`config.mk`:
```
export PLATFORM = sky130hd
export DESIGN_NAME = cnt_ld_arbiter
export DESIGN_NICKNAME = d
export VERILOG_FILES = /design/src/rtl/cnt_ld_pkg.sv /design/src/rtl/cnt_ld_sync.sv /design/src/rtl/cnt_ld_arbiter.sv
export SDC_FILE = /design/constraint.sdc
export NUM_CORES = 1
export LEC_CHECK = 0
export ABC_AREA = 0
export ABC_CLOCK_PERIOD_IN_PS = 1850
export BUFFER_PORTS_ARGS = -buffer_cell sky130_fd_sc_hd__buf_2
export CORE_AREA = 2 2 53 55
export CTS_BUF_LIST = sky130_fd_sc_hd__clkbuf_8
export DETAILED_ROUTE_END_ITERATION = 7
export DIE_AREA = 0 0 55 57
export HOLD_SLACK_MARGIN = 0.15
export PLACE_DENSITY = 0.7
export SYNTH_ARGS = -nofsm -noshare
export SYNTH_HDL_FRONTEND = slang
export SYNTH_SLANG_ARGS = --single-unit
```
`constraint.sdc`:
```
create_clock -name Clk -period 1.85 [get_ports Clk]
set_input_delay 0.37 -clock Clk [delete_from_list [all_inputs] [get_ports Clk]]
set_output_delay 0.37 -clock Clk [all_outputs]
set_load 0.005 [all_outputs]
```
`src/rtl/cnt_ld_pkg.sv`:
```
`default_nettype none
// ============================================================================
// Module      : cnt_ld_pkg
// Description : Shared types and constants for the counter-sharing arbiter.
// Revision    : 1.0 - initial release
// ============================================================================
package cnt_ld_pkg;

    // Arbiter sequencing states.
    typedef enum logic [1:0] {
        IDLE  = 2'd0,
        LOAD  = 2'd1,
        COUNT = 2'd2,
        DONE  = 2'd3
    } arb_state_t;

    // Number of requesters sharing the counter.
    localparam int NREQ = 2;

endpackage : cnt_ld_pkg
`default_nettype wire

```
`src/rtl/cnt_ld_sync.sv`:
```
`default_nettype none
// ============================================================================
// Module      : cnt_ld_sync
// Description : Loadable up-counter with synchronous active-high reset.
//               Load takes priority over enable.
// Revision    : 1.0 - initial release
// ============================================================================
module cnt_ld_sync #(
    parameter int N = 4
) (
    input  logic         Clk,
    input  logic         Reset,
    input  logic         en,
    input  logic         ld,
    input  logic [N-1:0] D,
    output logic [N-1:0] q
);

    // Counter register: reset, then load, then increment.
    always_ff @(posedge Clk) begin
        if (Reset) begin
            q <= '0;
        end else if (ld) begin
            q <= D;
        end else if (en) begin
            q <= q + 1'b1;
        end
    end

endmodule : cnt_ld_sync
`default_nettype wire

```
`src/rtl/cnt_ld_arbiter.sv`:
```
`default_nettype none
// ============================================================================
// Module      : cnt_ld_arbiter
// Description : Round-robin arbiter sharing one loadable up-counter between
//               two requesters. The winner's start value is loaded, counted
//               up to all-ones, and completion is pulsed back to it.
// Revision    : 1.0 - initial release
// ============================================================================
module cnt_ld_arbiter
    import cnt_ld_pkg::*;
#(
    parameter int N = 4
) (
    input  logic            Clk,
    input  logic            Reset,
    input  logic [NREQ-1:0] req,
    input  logic [N-1:0]    D0,
    input  logic [N-1:0]    D1,
    output logic [NREQ-1:0] gnt,
    output logic [NREQ-1:0] done,
    output logic            busy,
    output logic [N-1:0]    q
);

    localparam logic [N-1:0] c_term = '1;

    arb_state_t      r_state;
    arb_state_t      w_state_nxt;
    logic [NREQ-1:0] r_gnt;
    logic [NREQ-1:0] r_done;
    logic            r_last;   // index of the most recently served/aborted requester
    logic            r_g;      // index of the currently granted requester
    logic [N-1:0]    r_dsel;   // start value captured at grant
    logic            w_ld;
    logic            w_en;
    logic            w_win;
    logic            w_term;
    logic            w_req_g;

    // Both requesting: take the one not served last; otherwise the only one.
    assign w_win   = (req == 2'b11) ? ~r_last : req[1];
    assign w_term  = (q == c_term);
    assign w_req_g = req[r_g];

    // State register.
    always_ff @(posedge Clk) begin
        if (Reset) begin
            r_state <= IDLE;
        end else begin
            r_state <= w_state_nxt;
        end
    end

    // Next-state and counter-control decode; an aborting requester suppresses
    // load and enable so q keeps its present value.
    always_comb begin
        w_state_nxt = r_state;
        w_ld        = 1'b0;
        w_en        = 1'b0;
        case (r_state)
            IDLE: begin
                if (|req) begin
                    w_state_nxt = LOAD;
                end
            end
            LOAD: begin
                if (!w_req_g) begin
                    w_state_nxt = IDLE;
                end else begin
                    w_ld        = 1'b1;
                    w_state_nxt = COUNT;
                end
            end
            COUNT: begin
                if (!w_req_g) begin
                    w_state_nxt = IDLE;
                end else if (w_term) begin
                    w_state_nxt = DONE;
                end else begin
                    w_en = 1'b1;
                end
            end
            DONE: begin
                w_state_nxt = IDLE;
            end
            default: begin
                w_state_nxt = IDLE;
            end
        endcase
    end

    // Grant, completion pulse, round-robin pointer and start-value capture.
    always_ff @(posedge Clk) begin
        if (Reset) begin
            r_gnt  <= '0;
            r_done <= '0;
            r_last <= 1'b1;
            r_g    <= 1'b0;
            r_dsel <= '0;
        end else begin
            r_done <= '0;
            case (r_state)
                IDLE: begin
                    if (|req) begin
                        r_g    <= w_win;
                        r_gnt  <= w_win ? 2'b10 : 2'b01;
                        r_dsel <= w_win ? D1 : D0;
                    end
                end
                LOAD, COUNT: begin
                    if (!w_req_g) begin
                        r_gnt  <= '0;
                        r_last <= r_g;
                    end else if ((r_state == COUNT) && w_term) begin
                        r_gnt <= '0;
                    end
                end
                DONE: begin
                    r_done <= r_g ? 2'b10 : 2'b01;
                    r_last <= r_g;
                end
                default: begin
                    r_gnt <= '0;
                end
            endcase
        end
    end

    cnt_ld_sync #(
        .N (N)
    ) u_cnt (
        .Clk   (Clk),
        .Reset (Reset),
        .en    (w_en),
        .ld    (w_ld),
        .D     (r_dsel),
        .q     (q)
    );

    assign gnt  = r_gnt;
    assign done = r_done;
    assign busy = (r_state != IDLE);

endmodule : cnt_ld_arbiter
`default_nettype wire

```
======== Yosys cells after proc, flatten, opt, wreduce, memory -nomap -nowiden ========
Index checks and enable logic that the tools add are counted.
cells by class
  add/sub/neg operators ................... 1
  order comparisons ....................... 1
  eq/ne operators ......................... 9
  multiplexer cells ....................... 24
  bitwise logic cells ..................... 2
  reduce and logical (&&, ||, !) cells .... 13
operator list
  cell                                                number
  two-way mux 2 bit                                   9
  two-way mux 4 bit                                   3
  two-way mux 1 bit                                   9
  one-hot mux 2 bit (4 select lines)                  1
  nonzero test 2 bit                                  4
  == test 2 bit, second input constant                3
  != test 3 bit, second input constant                2
  AND reduction 2 bit                                 3
  OR reduction 2 bit                                  3
  adder 4 x 1 -> 4 bit, second input constant         1
  == test 4 bit, second input constant                1
  != test 2 bit, second input constant                2
  one-hot mux 2 bit (2 select lines)                  1
  AND reduction 3 bit                                 1
  == test 2 x 1 -> 1 bit, second input constant       1
  zero test 2 bit                                     1
  < comparator 1 x 2 -> 1 bit, second input constant  1
  NOT 1 bit                                           2
  one-hot mux 1 bit (2 select lines)                  1
  logical AND 1 bit                                   1
word-level totals
  bits in registers ....................... 16
  input port bits ......................... 12
  output and inout port bits .............. 9
  logic and storage cells ................. 57

======== Logic depth before layout (Yosys ltp) ========
Gate-level depths: netlist (run 1).
  depth after elaboration ................. 6
  mapped depth ............................ 6
  depth with buffers taken out ............ 5

======== Hierarchy ========
A second synthesis (run 1) with hierarchy kept.
unflattened totals
  cell total of the unflattened synthesis .. 95
  area total of the unflattened synthesis .. 862.1 um^2
modules (own cells, without submodules)
  module          instances  cells each  area an instance (um^2)  seq. area each (um^2)
  cnt_ld_arbiter  1          73          656.9                    240.2
  cnt_ld_sync     1          22          205.2                    80.1

======== Least setup slack after synthesis (run 1) ========
Ideal clock, no wire load.
  kind .................................... register -> register
  from .................................... register r_state[0]
  to ...................................... register r_state[1]
  setup time .............................. 122 ps
  data arrival time ....................... 1286 ps
  required time ........................... 1728 ps
  path slack .............................. 442 ps
  stages on the path, launching flop included .. 7
  path buffers ............................ 1
  period minus slack after synthesis ...... 1408 ps
  cells stage by stage .................... dfxtp_1 -> inv_1 -> ha_1 -> buf_2 -> nor2_1 -> a2111oi_2 -> a221o_1
on the way
  word-level cells in the longest chain between the ends .. 3
  elaborated cells between the ends (all ways) .. 8
  those cells by class .................... eq/ne: 5; mux: 1; reduce/logical: 2
ends and longest elaborated chain
  element                                                   RTL line              RTL
  start, declared                                           cnt_ld_arbiter.sv:27  arb_state_t r_state;
  start signal, assigned                                    cnt_ld_arbiter.sv:50  r_state <= w_state_nxt;
  == test 2 bit or zero test 2 bit (tied branches)          cnt_ld_arbiter.sv:60  case (r_state)
  != test 3 bit (no line) or != test 2 bit (tied branches)  --
  AND reduction 2 bit (no line)                             --
Several ways; a longest one is shown, not always the timed one.
A chain may end at the register's enable or synchronous reset.

======== Final worst setup path (run 1) ========
  from .................................... register r_state[1]
  to ...................................... register r_state[1]
The elaborated chain is that of the path after synthesis.

==> results by group, run 1 <==
Outcome
  – Result of the run: completed

Setup path
  – R2R depth: 5
  – WP data arrival: ~1.8 ns
  – Reg-to-Reg Start: r_state[1]$_SDFFE_PP0P_
  – CP max FO: 11
  – Worst EP required: 2.05 ns
  – Setup crit end kind: register
  – CP Class: reg2reg
  – Worst Setup SP: r_state[1]$_SDFFE_PP0P_
  – Worst Setup Start Kind: register

Cells and area
  – Nets: 142
  – Number of diodes: 0
  – Layout cell share with drive strength beyond 1: 27.9%
  – P&R area growth vs syn: 16.6%
  – Final std cells w/o fill: 153
  – Fill count: about 260

Clocking
  – CTS Sinks: 16
  – CTS tree: yes
  – Skew-Pair Late Insertion Delay: 0.25 ns
  – Hold-fix buffers at CTS: 0
  – H-tree levels: 1
  – Clock root cell: clkbuf_8
  – CTS max path bufs: 2
  – Number of setup buffers added after CTS: 0
  – Total CTS buffers: 3
  – Post-CTS sizing: 0
  – Worst-path clk slew: 0.06 ns

Timing
  – Slew Limit Headroom: roughly 72%
  – Max Freq: 617 MHz
  – Tcrit/Tclk final: 87.6%
  – Clk_skew: 0.000436 ns
  – Slew Limit Fails: 0
  – RSZ-0062 raised after global routing: no
  – Setup ws final: approximately 0.23 ns
  – Finish-stage setup viols: 0
  – Final Hold Viols: 0
  – Post-route minimum period: 1.62 ns
  – Worst-Margin Slew: 0.404 ns
  – TNS Setup: 0 ns

Global routing
  – Global-route wire length before repair: between 3 and 4 mm
  – All-Layer GR Usage: between 15 and 20%
  – Largest net degree at the start of global routing: 13
  – Overflow after GRT: 0
  – Initial antenna violation count: 0
  – Vias in the first global route: 776

Pwr
  – Leakage: 0.464 nW
  – Power Density: approximately 780 mW/mm2
  – Worst vdd ir: 0.000594 V

Placed design
  – Placed cell count: 150
  – DP Worst Slack: around 0.25 ns
  – Routability cong.: 0.773
  – I/O Buffers: 20
  – Post-DP HPWL: 1.62 mm

Synthesis
  – Syn nets: around 120
  – Largest area contributor in the netlist: dfxtp_1
  – Post-synth design cell area: 971 um2
  – Synth top area share: 33.0%
  – Synth warn: 0
  – Synth Register Bits: 16
  – Avg Synthesized Cell Area: 9.43 um2
  – Synth area leaders: dfxtp_1, ha_1, mux2i_1
  – Seq/Total Area, Yosys: ~33%
  – Distinct cells, synth: 40
  – Synthesized instance count: 103

Floorplan
  – I/O Pins: 21
  – DIE HEIGHT: 57 um
  – Die Wd: 55 um
  – Starting Density: around 37%
  – Core ar.: between 0.002 and 0.003 mm2
  – # rows: 19
  – Die area: around 0.0031 mm2

Routing
  – Iter 0 DRT Violations: 20
  – # DRC: 0
  – Via-to-Cell Ratio: 5.54
  – ANT nets after route: 0
  – Total iterations of the first detailed-routing run: 4
  – WL/cell: 13.7 um
  – Routed wire length: 2.10 mm
  – Via count: roughly 850

Hold path
  – Hold path startpoint: D0[1]
  – Hold path cells: 3
  – Hold WC Path Type: in2reg

Flow run
  – Max Cap Viol: 0
-- registers in the layout (all words and copies together), names as in the netlist --
name and cells:
done 2, gnt 2, r_dsel 4, r_g 1, r_last 1, r_state 2, u_cnt.q 4
-- placed cells by master, fill, tap and decap left out, types with 2 or more instances in the layout --
| cell | netlist | layout |
|---|---|---|
| nor2_1 | 7 | 7 |
| mux2i_1 | 6 | 6 |
| o21ai_0 | 5 | 5 |
| clkbuf_8 | 0 | 3 |
| inv_1 | 7 | 7 |
| buf_2 | 3 | 20 |
| ha_1 | 6 | 6 |
| dfxtp_1 | 16 | 16 |
| a21oi_1 | 7 | 7 |
| a211oi_1 | 4 | 4 |
| nand2_1 | 5 | 5 |
| or2b_1 | 2 | 2 |
| nand4_1 | 3 | 3 |
| o2111ai_1 | 2 | 2 |
| a32o_1 | 3 | 3 |
| nand2b_1 | 2 | 2 |
-- per-stage QoR --
step	power, W	instance area, um2	util [%]	hold slack, ns
3_3_place_gp	0.000619	1090	41.7	0.493
4_1_cts	0.000891	1130	43.3	0.404
3_5_place_dp	0.000627	1090	41.7	0.500
6_report	0.000885	1130	43.3	0.400
2_1_floorplan	0.000564	971	-	0.486
5_1_grt	0.000936	1130	43.3	0.412
-- cells by family after synthesis --
| kind of cell | after synthesis | synth area share, % |
|---|---|---|
| buf+inv | 11 | 4.64 |
| xor+xnor | 1 | 0.902 |
| mux | 7 | 7.73 |
| simple gates | 30 | 19.1 |
| flops | 16 | 33.0 |
| compound gates | 32 | 26.9 |
| fa+ha+maj | 6 | 7.73 |
-- report_power, final --
part	internal (W)	switching [W]	leakage, nW
sequential	0.000376	0.0000287	0.131
clock	0.000145	0.000120	0.0216
combinational	0.0000956	0.000119	0.311
-- worst max-delay path, stage by stage (launching register included) --
cell and delay, ns:
dfxtp_1 0.35, inv_1 0.12, ha_1 0.41, nor2_1 0.11, a2111oi_2 0.38, a221o_1 0.20
-- final cells by class --
| cell class | instances | area [um2] | share of cell area, % |
|---|---|---|---|
| sequential | 16 | 320 | 28.3 |
| timing repair buffer | 20 | 100 | 8.84 |
| inverter | 7 | 26.3 | 2.32 |
| multi-input combinational | 76 | 606 | 53.5 |
| clock buffer | 3 | 41.3 | 3.65 |
| tap | 31 | 38.8 | 3.43 |
-- per-layer routing --
metal  GRT usage, %  up-vias  part of all wire (%)
li1               -      430                     -
met1           20.8      403                    45
met2           23.3       13                    50
met3           4.45        2                   3.0
met4           6.62        0                   1.4
met5              0        -                     0
-- worst paths after layout --
| kind | end | slack, ns |
|---|---|---|
| max | r_state[1]$_SDFFE_PP0P_ | 0.23 |
| min | r_dsel[1]$_SDFFE_PP0P_ | 0.40 |
| max reg2reg | r_state[1]$_SDFFE_PP0P_ | 0.23 |
| min reg2reg | u_cnt.q[1]$_SDFFE_PP0P_ | 0.51 |
-- synthesized netlist by cell type --
master / number
or2b_1: 2
clkbuf_1: 1
nand2b_1: 2
nor2_1: 7
o21a_1: 1
o21ai_0: 5
and4_4: 1
a221o_1: 1
nand4b_1: 1
a31oi_1: 1
xnor2_1: 1
nand3_2: 1
nor3b_2: 1
o31ai_1: 1
a211oi_2: 1
buf_2: 3
o2111ai_1: 2
nor2b_1: 1
nand2_1: 5
nand4_1: 3
dfxtp_1: 16
o221ai_2: 1
mux2i_1: 6
mux2_4: 1
a311oi_1: 1
nand3_1: 1
and3_4: 1
and3b_1: 1
a21oi_1: 7
a2111oi_2: 1
inv_1: 7
and3_2: 1
a21boi_4: 1
nor3b_1: 1
ha_1: 6
a211oi_1: 4
a221oi_2: 1
nor3_1: 1
a32o_1: 3
a21o_1: 1
No activity file was read; power rests on OpenSTA's default activity.
==> inputs of run 2 (changes only) <==
--- a/config.mk
+++ b/config.mk
@@ -13,7 +13,6 @@
 export DETAILED_ROUTE_END_ITERATION = 7
 export DIE_AREA = 0 0 55 57
 export HOLD_SLACK_MARGIN = 0.15
-export PLACE_DENSITY = 0.7
 export SYNTH_ARGS = -nofsm -noshare
 export SYNTH_HDL_FRONTEND = slang
 export SYNTH_SLANG_ARGS = --single-unit
==> run 2 against run 1 <==
Critical path depth decreased by 1; clock skew increased by 0.0043 ns; sequential share of layout area unchanged; clock-buffer cell count unchanged; clock power increased by 2%; die area unchanged; largest power group unchanged; global-route usage increased by 0.11 points.
==> results by group, run 2 (same netlist as run 1, synthesis figures left out) <==
Outcome
  – Result of the run: completed

Routing
  – Via-to-Cell Ratio: 5.52 (-0.47%)
  – ANT nets after route: 0 (unchanged)
  – Iter 0 DRT Violations: 12 (-40%)
  – Total iterations of the first detailed-routing run: 4 (unchanged)
  – Routed wire length: 2.05 mm (-2.6%)
  – # DRC: 0 (unchanged)
  – WL/cell: 13.4 um (-2.6%)
  – Via count: 844 (-0.47%)

Flow run
  – Max Cap Viol: 0 (unchanged)

Global routing
  – Vias in the first global route: 792 (+2.1%)
  – Initial antenna violation count: 0 (unchanged)
  – Largest net degree at the start of global routing: 13 (unchanged)
  – Overflow after GRT: 0 (unchanged)
  – All-Layer GR Usage: 15.7% (+0.11 points)
  – Global-route wire length before repair: 3.61 mm (+2.2%)

Setup path
  – WP data arrival: 1.21 ns (-0.61 ns)
  – CP max FO: 7 (-4)
  – CP Cell Sequence: inv_1 -> ha_1 -> inv_1 -> buf_2
  – Setup crit end kind: output port
  – Most common cell on crit path: inv_1
  – CP Class: reg2out
  – Slowest-stage cell, CP: dfxtp_1
  – Buffers & Inverters on Critical Path: 3 (+2)
  – CP max stage delay: 0.33 ns (-0.08 ns)
  – Delay-heaviest family, CP: flip-flops
  – Reg-to-Reg Start: r_state[0]$_SDFFE_PP0P_
  – Worst Setup Start Kind: register
  – Worst EP required: 1.48 ns (-0.57 ns)
  – Worst Setup SP: r_state[0]$_SDFFE_PP0P_

Cells and area
  – Top Registers: r_dsel (4), u_cnt.q (4)
  – Fill count: 286 (+8.7%)
  – Most frequent cells in the layout: buf_2, dfxtp_1, inv_1, a21oi_1, nor2_1
  – Layout Utilization: 43.3% (unchanged)
  – Layout cell share with drive strength beyond 1: 27.9% (unchanged)
  – Reg area: 320 um2 (unchanged)
  – Commonest non-fill, non-tap cell in the layout: buf_2
  – Number of diodes: 0 (unchanged)
  – Post-route cell area: 0.00113 mm2 (unchanged)
  – Multi-input logic area: 606 um2 (unchanged)
  – P&R area growth vs syn: 16.6% (unchanged)
  – Nets: 142 (unchanged)

Clocking
  – CTS Sinks: 16 (unchanged)
  – Post-CTS sizing: 0 (unchanged)
  – CTS max path bufs: 2 (unchanged)
  – H-tree levels: 1 (unchanged)
  – CTS tree: yes
  – Number of setup buffers added after CTS: 0 (unchanged)
  – Worst-path clk slew: 0.07 ns (about the same)
  – Clock root cell: clkbuf_8
  – Total CTS buffers: 3 (unchanged)
  – Hold-fix buffers at CTS: 0 (unchanged)
  – Skew-Pair Late Insertion Delay: 0.25 ns (about the same)

Floorplan
  – Core ar.: 0.00262 mm2 (unchanged)
  – Starting Density: 37.1% (unchanged)
  – Die Wd: 55 um (unchanged)
  – I/O Pins: 21 (unchanged)
  – DIE HEIGHT: 57 um (unchanged)
  – Die area: 0.00314 mm2 (unchanged)
  – # rows: 19 (unchanged)

Timing
  – Slew Limit Headroom: 73.1% (+0.81 points)
  – Max Freq: 633 MHz (+2.5%)
  – Finish-stage setup viols: 0 (unchanged)
  – Final Hold Viols: 0 (unchanged)
  – Setup ws final: 0.269 ns (+0.0392 ns)
  – Post-route minimum period: 1.58 ns (-0.0392 ns)
  – TNS Setup: 0 ns (unchanged)
  – Worst hold slack: 0.395 ns (-0.00533 ns)
  – Clk_skew: 0.00473 ns (+0.00430 ns)
  – RSZ-0062 raised after global routing: no
  – Tcrit/Tclk final: 85.5% (-2.1 points)
  – Slew Limit Fails: 0 (unchanged)
  – Worst-Margin Slew: 0.404 ns (-0.000610 ns)

Hold path
  – Hold path startpoint: D0[1]
  – Hold WC Path Type: in2reg

Pwr
  – Worst vdd ir: 0.000394 V (-34%)
  – Leakage: 0.464 nW (unchanged)
  – Power Density: 782 mW/mm2 (about the same)

Placed design
  – I/O Buffers: 20 (unchanged)
  – Post-DP HPWL: 1.56 mm (-3.5%)
  – DP Worst Slack: 0.289 ns (+0.0434 ns)
  – Routability cong.: 0.869 (+12%)
  – Area after DPL: 0.00109 mm2 (unchanged)
## run 2: cell counts in the layout (fill, tap and decap cells not counted)
No cell type changed its count.
## run 2: worst paths after layout
kind | end | slack (ns) | cells after the start
max | busy | 0.27 | 4
min | r_dsel[1]$_SDFFE_PP0P_ | 0.39 | 3
max reg2reg | gnt[1]$_SDFFE_PP0P_ | 0.27 | 5
min reg2reg | u_cnt.q[1]$_SDFFE_PP0P_ | 0.52 | 2
## run 2: report_power, final
part           internal [W]  switching, W
clock              0.000145      0.000125
combinational     0.0000956      0.000117
sequential         0.000376     0.0000272
total              0.000616      0.000269
## run 2: per-stage QoR
step | instances | total power [W]
finish | 153 | 0.000885
global route | 153 | 0.000940
CTS | 153 | 0.000891
detailed placement | 150 | 0.000625
global placement | 150 | 0.000621
floorplan | 103 | 0.000564
## run 2: routing by layer
metal | wire, um | global-route usage [%] | vias up
li1 | - | - | 428
met1 | 950 | 21.5 | 393
met2 | 973 | 23.3 | 19
met3 | 88 | 3.93 | 4
met4 | 36 | 6.27 | 0
met5 | 0 | 0 | -
## run 2: layout make-up
cell class | count | share of cell area (%)
timing repair buffer | 20 | 8.84
sequential | 16 | 28.3
tap | 31 | 3.43
inverter | 7 | 2.32
clock buffer | 3 | 3.65
multi-input combinational | 76 | 53.5
## run 2: tightest hold or removal path, delay by kind of cell
family | cells | cell delay [ns]
AOI/OAI and AO/OA | 1 | 0.12
buffers and inverters | 1 | 0.07
muxes | 1 | 0.05
==> inputs of run 3 (changes only) <==
--- a/config.mk
+++ b/config.mk
@@ -9,7 +9,7 @@
 export ABC_CLOCK_PERIOD_IN_PS = 1850
 export BUFFER_PORTS_ARGS = -buffer_cell sky130_fd_sc_hd__buf_2
 export CORE_AREA = 2 2 53 55
-export CTS_BUF_LIST = sky130_fd_sc_hd__clkbuf_8
+export CTS_BUF_LIST = sky130_fd_sc_hd__clkbuf_4 sky130_fd_sc_hd__clkbuf_8
 export DETAILED_ROUTE_END_ITERATION = 7
 export DIE_AREA = 0 0 55 57
 export HOLD_SLACK_MARGIN = 0.15
==> run 3 against run 2 <==
Flip-flop and latch count stayed put; critical path depth stayed put; clock power is 29% lower; critical endpoint unchanged; maximum frequency is 3.1% lower; non-clock buffer count stayed put; power is 8.6% lower; via count is 0.47% higher; final area is 1.7% lower; sequential power hardly changed; register-to-register slack worse by 0.02 ns; largest power group unchanged; largest cell class unchanged.
==> results by group, run 3 (same netlist as run 1, synthesis figures left out) <==
Outcome
  – Result of the run: completed

Clocking
  – Worst-path clk slew: 0.10 ns (+0.03 ns)
  – CTS max path bufs: 2 (unchanged)
  – Hold-fix buffers at CTS: 0 (unchanged)
  – Total CTS buffers: 3 (unchanged)
  – Clock root cell: clkbuf_4
  – CTS tree: yes
  – Post-CTS sizing: 0 (unchanged)
  – H-tree levels: 1 (unchanged)
  – Number of setup buffers added after CTS: 0 (unchanged)
  – Skew-Pair Late Insertion Delay: 0.29 ns (+0.04 ns)
  – CTS Sinks: 16 (unchanged)

Routing
  – Top Layer Used: met4
  – WL/cell: 13.6 um (+1.8%)
  – ANT nets after route: 0 (unchanged)
  – Via-to-Cell Ratio: 5.54 (+0.47%)
  – Met1 WL: 990 um (+4.2%)
  – Met2 WL: 991 um (+1.8%)
  – Met3 wire length: 70 um (-20%)
  – # DRC: 0 (unchanged)
  – Iter 0 DRT Violations: 22 (+10)
  – Routed wire length: 2.08 mm (+1.8%)
  – Via count: 848 (+0.47%)
  – Total iterations of the first detailed-routing run: 4 (unchanged)

Cells and area
  – Layout cell share with drive strength beyond 1: 27.9% (unchanged)
  – Top Registers: r_dsel (4), u_cnt.q (4)
  – Number of diodes: 0 (unchanged)
  – Nets: 142 (unchanged)
  – Most frequent cells in the layout: buf_2, dfxtp_1, inv_1, a21oi_1, nor2_1
  – P&R area growth vs syn: 14.7%
  – Commonest non-fill, non-tap cell in the layout: buf_2

Placed design
  – Routability cong.: 0.869 (unchanged)
  – DP Worst Slack: 0.289 ns (unchanged)
  – Post-DP HPWL: 1.56 mm (unchanged)
  – I/O Buffers: 20 (unchanged)

Floorplan
  – Starting Density: 37.1% (unchanged)
  – Core ar.: 0.00262 mm2 (unchanged)
  – Die area: 0.00314 mm2 (unchanged)
  – # rows: 19 (unchanged)
  – Die Wd: 55 um (unchanged)
  – I/O Pins: 21 (unchanged)
  – DIE HEIGHT: 57 um (unchanged)

Global routing
  – Global-route wire length before repair: 3.59 mm (-0.39%)
  – Overflow after GRT: 0 (unchanged)
  – All-Layer GR Usage: 15.5% (-0.16 points)
  – Largest net degree at the start of global routing: 13 (unchanged)
  – Initial antenna violation count: 0 (unchanged)
  – Vias in the first global route: 793 (+0.13%)

Timing
  – Post-route minimum period: 1.63 ns (+0.0500 ns)
  – Final Hold Viols: 0 (unchanged)
  – Max Freq: 613 MHz (-3.1%)
  – TNS Setup: 0 ns (unchanged)
  – Slew Limit Headroom: 73.1% (about the same)
  – Slew Limit Fails: 0 (unchanged)
  – Finish-stage setup viols: 0 (unchanged)
  – Tcrit/Tclk final: 88.2% (+2.7 points)
  – Clk_skew: 0.00508 ns (+0.000351 ns)
  – Setup ws final: 0.219 ns (-0.0500 ns)
  – RSZ-0062 raised after global routing: no
  – Worst-Margin Slew: 0.403 ns (-0.000737 ns)

Hold path
  – Hold path startpoint: D0[1]
  – Hold WC Path Type: in2reg

Flow run
  – Max Cap Viol: 0 (unchanged)

Setup path
  – Worst Setup Start Kind: register
  – WP data arrival: 1.26 ns (+0.05 ns)
  – CP Class: reg2out
  – Setup crit end kind: output port
  – CP max FO: 7 (unchanged)
  – Reg-to-Reg Start: r_state[0]$_SDFFE_PP0P_
  – Worst EP required: 1.48 ns (about the same)
  – Worst Setup SP: r_state[0]$_SDFFE_PP0P_

Pwr
  – Power Density: 727 mW/mm2 (-7.0%)
  – Worst vdd ir: 0.000348 V (-12%)
  – Leakage: 0.456 nW (-1.7%)
==> run 3: critical path, cell delays in order, from the launching register on <==
cell and delay [ns]:
dfxtp_1 0.34, inv_1 0.15, ha_1 0.30, inv_1 0.06
buf_2 0.12
==> run 3: cell type report <==
class                      instances  area (um2)
timing repair buffer              20         100
inverter                           7        26.3
multi-input combinational         76         606
fill                             288        1500
clock buffer                       3        22.5
tap                               31        38.8
sequential                        16         320
==> run 3: worst paths after layout <==
kind	to	slack [ns]	cells past startpoint
max	busy	0.22	4
min	r_dsel[1]$_SDFFE_PP0P_	0.35	3
max reg2reg	gnt[1]$_SDFFE_PP0P_	0.25	5
min reg2reg	u_cnt.q[1]$_SDFFE_PP0P_	0.53	2
==> run 3: power breakdown <==
group,internal [W],switching [W]
combinational,0.0000956,0.000118
clock,0.0000757,0.000117
sequential,0.000375,0.0000278
==> run 3: metal layers <==
layer	up-vias	track usage, %
met3	4	3.14
met1	401	21.5
met4	0	6.27
li1	427	-
met5	-	0
met2	16	23.3
==> run 3: metrics by stage <==
stage                     area, um2  total power, W  utilization [%]  hold slack [ns]  cells
after floorplan                 971        0.000564                -            0.486    103
after global placement         1090        0.000621             41.7            0.496    150
after detailed placement       1090        0.000625             41.7            0.511    150
after CTS                      1110        0.000814             42.6            0.359    153
after global routing           1110        0.000863             42.6            0.379    153
final                          1110        0.000810             42.6            0.353    153
